## src/rtl/fractal_stream_packer_if.sv

```systemverilog
// AXI4-Stream video link (24-bit RGB, tuser = start of frame, tlast = end of line).
interface fractal_stream_packer_if;
    logic [23:0] tdata;
    logic        tvalid;
    logic        tready;
    logic        tuser;
    logic        tlast;

    modport master (output tdata, output tvalid, output tuser, output tlast, input tready);
    modport slave  (input tdata, input tvalid, input tuser, input tlast, output tready);
endinterface

```

## src/rtl/fractal_stream_packer.sv

```systemverilog
// Packs colorizer pixel beats into an AXI4-Stream video master through a FIFO,
// pausing the fractal generator early and resyncing to the next frame after a loss.
module fractal_stream_packer #(
    parameter int DEPTH        = 16,
    parameter int STALL_MARGIN = 4
) (
    input  logic                           clk,
    input  logic                           reset,
    input  logic [23:0]                    data_in,
    input  logic                           frame_start_in,
    input  logic                           line_end_in,
    input  logic                           data_enable_in,
    output logic                           stall,
    output logic                           overflow,
    fractal_stream_packer_if.master        m_axis
);
    localparam int AW = $clog2(DEPTH);
    localparam int CW = AW + 1;
    localparam logic [CW-1:0] FULL_LVL  = CW'(DEPTH);
    localparam logic [CW-1:0] STALL_LVL = CW'(DEPTH - STALL_MARGIN);

    localparam logic [0:0] WAIT_SOF = 1'b0;
    localparam logic [0:0] RUN      = 1'b1;

    logic [25:0]   mem_q [DEPTH];
    logic [AW-1:0] wr_ptr_q, wr_ptr_d;
    logic [AW-1:0] rd_ptr_q, rd_ptr_d;
    logic [CW-1:0] count_q, count_d;
    logic [0:0]    state_q, state_d;
    logic          overflow_q, overflow_d;
    logic          stall_q, stall_d;

    logic          wr_req, push, pop, drop, head_vld;
    logic [25:0]   head;

    always_comb begin
        head_vld = (count_q != '0);
        pop      = head_vld & m_axis.tready;
        // Outside a frame only a start-of-frame beat is worth keeping.
        wr_req   = data_enable_in & ((state_q == RUN) | frame_start_in);
        push     = wr_req & ((count_q != FULL_LVL) | pop);
        drop     = wr_req & ~push;

        wr_ptr_d = push ? wr_ptr_q + AW'(1) : wr_ptr_q;
        rd_ptr_d = pop  ? rd_ptr_q + AW'(1) : rd_ptr_q;

        count_d = count_q;
        if (push && !pop) begin
            count_d = count_q + CW'(1);
        end else if (pop && !push) begin
            count_d = count_q - CW'(1);
        end

        // A lost beat corrupts the frame, so drop the remainder until the next SOF.
        state_d = state_q;
        if (drop) begin
            state_d = WAIT_SOF;
        end else if (push && frame_start_in) begin
            state_d = RUN;
        end

        overflow_d = overflow_q | drop;
        stall_d    = (count_d >= STALL_LVL);
    end

    always_ff @(posedge clk or posedge reset) begin
        if (reset) begin
            wr_ptr_q   <= '0;
            rd_ptr_q   <= '0;
            count_q    <= '0;
            state_q    <= WAIT_SOF;
            overflow_q <= 1'b0;
            stall_q    <= 1'b0;
        end else begin
            wr_ptr_q   <= wr_ptr_d;
            rd_ptr_q   <= rd_ptr_d;
            count_q    <= count_d;
            state_q    <= state_d;
            overflow_q <= overflow_d;
            stall_q    <= stall_d;
        end
    end

    always_ff @(posedge clk) begin
        if (push) begin
            mem_q[wr_ptr_q] <= {frame_start_in, line_end_in, data_in};
        end
    end

    // Payload is masked while empty so the bus reads all-zero out of reset.
    assign head          = mem_q[rd_ptr_q];
    assign m_axis.tvalid = head_vld;
    assign m_axis.tdata  = head_vld ? head[23:0] : '0;
    assign m_axis.tlast  = head_vld & head[24];
    assign m_axis.tuser  = head_vld & head[25];
    assign stall         = stall_q;
    assign overflow      = overflow_q;
endmodule

```

## src/flat_wrapper.sv

```systemverilog
// flat-port wrapper written by rule: the top's interface ports become plain ports
module fractal_stream_packer_flat 
#(
    parameter int DEPTH        = 16,
    parameter int STALL_MARGIN = 4
)
  (clk, reset, data_in, frame_start_in, line_end_in, data_enable_in, stall, overflow, m_axis_tdata, m_axis_tvalid, m_axis_tuser, m_axis_tlast, m_axis_tready);
  fractal_stream_packer_if m_axis_i ();
  input  logic clk;
  input  logic reset;
  input  logic [23:0] data_in;
  input  logic frame_start_in;
  input  logic line_end_in;
  input  logic data_enable_in;
  output logic stall;
  output logic overflow;
  output wire logic [$bits(m_axis_i.tdata)-1:0] m_axis_tdata;
  output wire logic [$bits(m_axis_i.tvalid)-1:0] m_axis_tvalid;
  output wire logic [$bits(m_axis_i.tuser)-1:0] m_axis_tuser;
  output wire logic [$bits(m_axis_i.tlast)-1:0] m_axis_tlast;
  input wire logic [$bits(m_axis_i.tready)-1:0] m_axis_tready;
  assign m_axis_tdata = m_axis_i.tdata;
  assign m_axis_tvalid = m_axis_i.tvalid;
  assign m_axis_tuser = m_axis_i.tuser;
  assign m_axis_tlast = m_axis_i.tlast;
  assign m_axis_i.tready = m_axis_tready;
  fractal_stream_packer #(.DEPTH(DEPTH), .STALL_MARGIN(STALL_MARGIN)) u_core (.clk(clk), .reset(reset), .data_in(data_in), .frame_start_in(frame_start_in), .line_end_in(line_end_in), .data_enable_in(data_enable_in), .stall(stall), .overflow(overflow), .m_axis(m_axis_i));
endmodule
```

## config.mk

```make
export PLATFORM = sky130hd
export DESIGN_NAME = fractal_stream_packer_flat
export DESIGN_NICKNAME = d
export VERILOG_FILES = /design/src/rtl/fractal_stream_packer_if.sv /design/src/rtl/fractal_stream_packer.sv /design/src/flat_wrapper.sv
export SDC_FILE = /design/constraint.sdc
export NUM_CORES = 1
export LEC_CHECK = 0
export CAP_MARGIN = 10
export CORE_ASPECT_RATIO = 0.75
export CORE_MARGIN = 5
export CORE_UTILIZATION = 50
export DETAILED_ROUTE_END_ITERATION = 16
export GPL_TIMING_DRIVEN = 0
export PLACE_DENSITY = 0.67
export SYNTH_ARGS = -nofsm -noshare
export SYNTH_HDL_FRONTEND = slang
export SYNTH_SLANG_ARGS = --single-unit
```

## constraint.sdc

```tcl
create_clock -name clk -period 3.5 [get_ports clk]
set_input_delay 1.05 -clock clk [delete_from_list [all_inputs] [get_ports clk]]
set_output_delay 1.05 -clock clk [all_outputs]
set_load 0.01 [all_outputs]
```

# After elaboration in Yosys (flattened, before gate mapping)
# Memory sizes are Yosys's and may differ from the RTL's.
# Cells that the tools add are included.
[word_totals]
romBits = 0
regBits = 16
word_cells = 37
memories = 1
ram_bits = 416
latchBits = 0
output_inout_bits = 29
input_bits = 30
[memory_table]
columns = ["memory", "words", "width", "rd", "rd_ports_with_merged_regs", "wr", "line", "rtl"]
rows = [
  ["u_core.mem_q", 16, 26, 1, 0, 1, "fractal_stream_packer.sv:25", "logic [25:0] mem_q [DEPTH];"],
]
[classes]
n_eq_ne = 1
multipliers = 0
n_div = 0
bitwise_logic = 10
n_reduce_logical = 7
n_shift = 0
magnitude_cmp = 1
add_sub_neg = 4
muxes = 7
[ops]
columns = ["op", "n"]
rows = [
  ["$mux 24", 1],
  ["$mux 5", 2],
  ["$add 4x1->4 const B", 2],
  ["$and 1x1->1", 6],
  ["$add 5x1->5 const B", 1],
  ["$ge 5x4->1 const B", 1],
  ["$ne 5x5->1 const B", 1],
  ["$reduce_bool 5->1", 1],
  ["$sub 5x1->5 const B", 1],
  ["$mux 1", 4],
  ["$logic_and 1x1->1", 3],
  ["$or 1x1->1", 3],
  ["$logic_not 1->1", 2],
  ["$reduce_bool 2->1", 1],
  ["$not 1->1", 1],
]

# Depth between registers and ports, before layout
[depth]
ltp_word = 9
ltp_mapped = 8
depth_no_buf = 7

# Worst setup path before layout
# No wires, ideal clock.
[synth_timing]
kind = "reg-to-output"
startpoint = "register u_core.rd_ptr_q[1]"
endpoint = "output m_axis_tdata[0]"
arrival_time_ns = 2.063
path_buffers = 3
slack_ns = 0.387
path_stages_with_launch = 7
required_time_ns = 2.450
path_cell_list = "dfrtp_1 > clkbuf_1 > buf_2 > clkbuf_1 > mux4_2 > mux4_2 > and2_1"
[synth_via]
elab_chain_len = 2
[synth_rtl]
columns = ["item", "line", "rtl"]
rows = [
  ["from (decl)", "fractal_stream_packer.sv:27", "logic [AW-1:0] rd_ptr_q, rd_ptr_d;"],
  ["from (signal assigned)", "fractal_stream_packer.sv:76", "rd_ptr_q <= rd_ptr_d;"],
  ["$mem_v2 16x26", "-", ""],
  ["$mux 24", "fractal_stream_packer.sv:93", "assign m_axis.tdata = head_vld ? head[23:0] : '0;"],
  ["to (decl)", "flat_wrapper.sv:17", "output wire logic [$bits(m_axis_i.tdata)-1:0] m_axis_tdata;"],
]
# No other way between the ends.

# Worst setup path after layout
[layout_timing]
startpoint = "register u_core.rd_ptr_q[0]"
endpoint = "output m_axis_tdata[12]"
# The elaborated chain is that of the path after synthesis.

==> metrics.log <==
[metrics] Avg Vias per Cell: slightly below 6
[metrics] largest net degree at the start of global routing: 27
[metrics] number of buffers on the longest clock path: 3
[metrics] Final Wtd Congestion: 0.748
[metrics] maximum vdd ir drop: 0.000538 V
[metrics] mean routed wirelength per cell: 26.6 um
[metrics] sum of routed wire length over all layers: approximately 35000 um
[metrics] Reg2Reg Launch Point: u_core.count_q[0]
[metrics] category of the worst setup path capture point: primary output
[metrics] number of hold violations in the final report: 0
[metrics] outcome: finished with violations
[metrics] number of distinct library cell variants in the gate-level netlist after synthesis: 34
[metrics] Crit path required time: 2.45 ns
[metrics] clock root buffer master: clkbuf_16
[metrics] dominant combinational cell family by area after synthesis: multiplexers
[metrics] library cell with the largest summed area after synthesis: edfxtp_1
[metrics] Clk Latency, worst-skew pair: between 0.5 and 0.6 ns
[metrics] Yosys warning total: 0
[metrics] Detail Route Antenna Nets: 0
[metrics] vias after detailed routing: around 8000
[metrics] critical path startpoint: u_core.rd_ptr_q[0]
[metrics] maximum single-stage delay on the critical path: 0.51 ns
[metrics] average cell area after synthesis: 23.5 um2
[metrics] xor and xnor area share after synthesis: 0.418%
[metrics] overall overflow remaining after global route: 0
[metrics] path category of the worst min-delay check: flip-flop to flip-flop
[metrics] Worst Tran Pin Value: 0.905 ns
[metrics] slowest cell on the critical path: mux4_2
[metrics] commonest non-fill, non-tap cell in the layout: edfxtp_1
[metrics] synthesized area: ~17000 um2
[metrics] CTS tree: done
[metrics] share of the synthesized area in compound gates (AO/OA/AOI/OAI): less than 1%
[metrics] Async S/R FF share, synth: under 10%
[metrics] area share of the largest cell type after synthesis: roughly three quarters
[metrics] clk sinks: 432
[metrics] most frequent cells in the layout: edfxtp_1, mux4_2, clkbuf_16, buf_6, clkdlybuf4s50_1
[metrics] area share of fa/ha/maj cells after synthesis: less than 1%
[metrics] Overall Global Routing Usage: 19.0%
[metrics] Clock transition at path regs: 0.06 ns
[metrics] Synth Area in Simple Gates: around 2.7%
[metrics] synthesized net count: around 750
[metrics] initial antenna violation count: 1
[metrics] final standard cell count with taps included and fillers excluded: 1334
[metrics] critical path data arrival time: between 2 and 3 ns
[metrics] Final Skew: between 0.01 and 0.015 ns
[metrics] fin nets: between 800 and 900
[metrics] prevailing post-synth register cell: edfxtp_1
[metrics] total core area: between 30000 and 40000 um2
[metrics] CTS H-tree lvls: 2
[metrics] post-placement setup slack: -0.843 ns
[metrics] number of buffers inserted during clock tree synthesis: between 40 and 50
[metrics] HPWL reported at the end of detailed placement: 20200 um
[metrics] endpoint of the most critical register-to-register path: u_core.mem_q[3][9]
[metrics] most area-consuming cells after synthesis: edfxtp_1, mux4_2, dfrtp_1, and2_1, ha_1
[metrics] dominant cell type by count on the critical path: buf_6
[metrics] effective utilization at floorplan: between 50% and 60%
[metrics] area growth from synthesis to final layout: 18.8%
[metrics] Worst Hold Depth: 1
[metrics] num ports: 59
[metrics] floorplan die height: 169 um
[metrics] Slew HR: between 30% and 40%
[metrics] violated checks: setup timing
[metrics] count of standard-cell rows: 58
[metrics] setup repair after global routing missed its margin: yes
[metrics] buffers added on ports: 57
[metrics] Power per Cell Area: 843 nW/um2
[metrics] critical path start-end classification: flip-flop to primary output
[metrics] global-route wire length before repair: about 52000 um
[metrics] number of setup violations in the final report: 26
[metrics] type of origin of the critical path: flip-flop
[metrics] number of enable flip-flop cells after synthesis: 416
[metrics] cells on worst reg2reg path: 6
[metrics] setup slack after layout: -0.285 ns
[metrics] vias in the first global route: between 8000 and 9000
[metrics] DRC violation count after routing: 0
[metrics] min-delay src: u_core.overflow
[metrics] placed instance count: around 1200
[metrics] final clock period utilization by the worst path: 108%
[metrics] sequential-to-total area share from yosys stat: about three quarters
[metrics] maximum clock frequency: around 260 MHz
[metrics] reported leakage power: about 0.0065 uW
[metrics] setup slack on the worst flop-to-flop path: about 0.81 ns
[metrics] max-slew violations: 0
[metrics] Hold-fix buffers, CTS: 0
[metrics] DIE AREA: between 30000 and 40000 um2
[metrics] final period demand of the worst path: 3.78 ns
[metrics] violation count after the first detailed-route iteration: about 700
[metrics] hold endpoint: u_core.overflow
[metrics] flop and latch count out of synthesis: 432
[metrics] biggest fanout along the worst timing path: 7
[metrics] length of the first detailed-routing pass in iterations: 5
[metrics] max-cap violation count: 0
[metrics] mux cell area share after synthesis: 17.5%
[metrics] die extent in x: about 220 um
[metrics] synthesized netlist cell count: between 700 and 800
[metrics] proportion of layout cells with a drive suffix above 1: 36.4%
[metrics] cell chain of the critical path: buf_6 -> buf_12 -> buf_12 -> buf_6 -> mux4_2 -> mux4_2 -> and2_4 -> buf_6
==> layer usage <==
layer  global-route usage [%]  part of all wire, %
met1                     26.3                   42
met2                     31.7                   50
met3                     3.68                  6.0
met4                     5.01                  2.2
met5                        0                    0
==> power by group <==
group          leakage [uW]  switching (uW)  total, uW  internal (uW)
clock              0.000602            1760       4110           2350
sequential          0.00395             174       6420           6240
combinational       0.00194            2740       6270           3520
==> sequential cells by signal, summed over array words and instances, names as in the netlist <==
name and flops:
u_core.rd_ptr_q 4, u_core.state_q 1, u_core.overflow 1, u_core.wr_ptr_q 4, u_core.mem_q 416, u_core.stall 1
u_core.count_q 5
==> final cells by class <==
| type | instances | area (um2) |
|---|---|---|
| Antenna cell | 1 | 2.50 |
| Fill cell | 2267 | 13400 |
| Multi-Input combinational cell | 239 | 3740 |
| Clock buffer | 62 | 1190 |
| Inverter | 6 | 22.5 |
| Timing Repair Buffer | 97 | 1080 |
| Tap cell | 450 | 563 |
| Buffer | 36 | 383 |
| Sequential cell | 432 | 12900 |
| Clock inverter | 11 | 55.1 |
==> worst max-delay path: cells and delay by family (launching register included) <==
kind / cells / cell delay (ns)
mux: 2 / 0.99
buf+inv: 5 / 0.66
simple gates: 1 / 0.17
flops: 1 / 0.36
==> what timing repair did <==
action | CTS | global route
gates resized for setup | 220 | 12
endpoints found under the setup margin | 427 | 304
cloned | 2 | 1
setup buffers | 28 | 7
pin swaps | 15 | 1
==> synthesized netlist by cell type (6+ instances only) <==
library cell / number
edfxtp_1: 416
mux4_2: 130
and2_1: 40
clkbuf_1: 18
dfrtp_1: 16
buf_2: 11
nand2_1: 11
ha_1: 7
o21ai_0: 7
xnor2_1: 7
buf_6: 6
inv_1: 6
==> how the worst max path moves through the flow <==
stage,end,slack [ns],depth (start not counted)
after floorplan,m_axis_tdata[0],0.39,6
after global placement,u_core.mem_q[13][11],-1.45,5
after detailed placement,u_core.mem_q[2][11],-0.84,4
after CTS,m_axis_tdata[22],-0.33,8
after global routing,m_axis_tdata[14],-0.35,8
final,m_axis_tdata[12],-0.28,8
==> stage by stage <==
stage	util, %	TNS [ns]	cell area, um2	total power (uW)	hold WS [ns]
3_5_place_dp	54.1	-334.46	18000	11700	0.443
2_1_floorplan	-	0	16800	9770	0.493
4_1_cts	59.5	-6.75	19800	16800	0.464
3_3_place_gp	53.8	-517.57	17900	11600	0.446
5_1_grt	59.8	-8.22	19900	17500	0.487
6_report	59.8	-6.07	19900	16800	0.455
==> cells by family (layout without fill, tap and decap cells) <==
kind of cell               after synthesis  after routing
other                                    0              1
and+or+nand+nor                         75             75
xor gates and xnor gates                 8              8
adders and majority gates                7              7
muxes                                  130            130
AOI/OAI and AO/OA                       19             19
DFF                                    432            432
buffers and inverters                   44            212
Power figures use the tool's default switching activity.
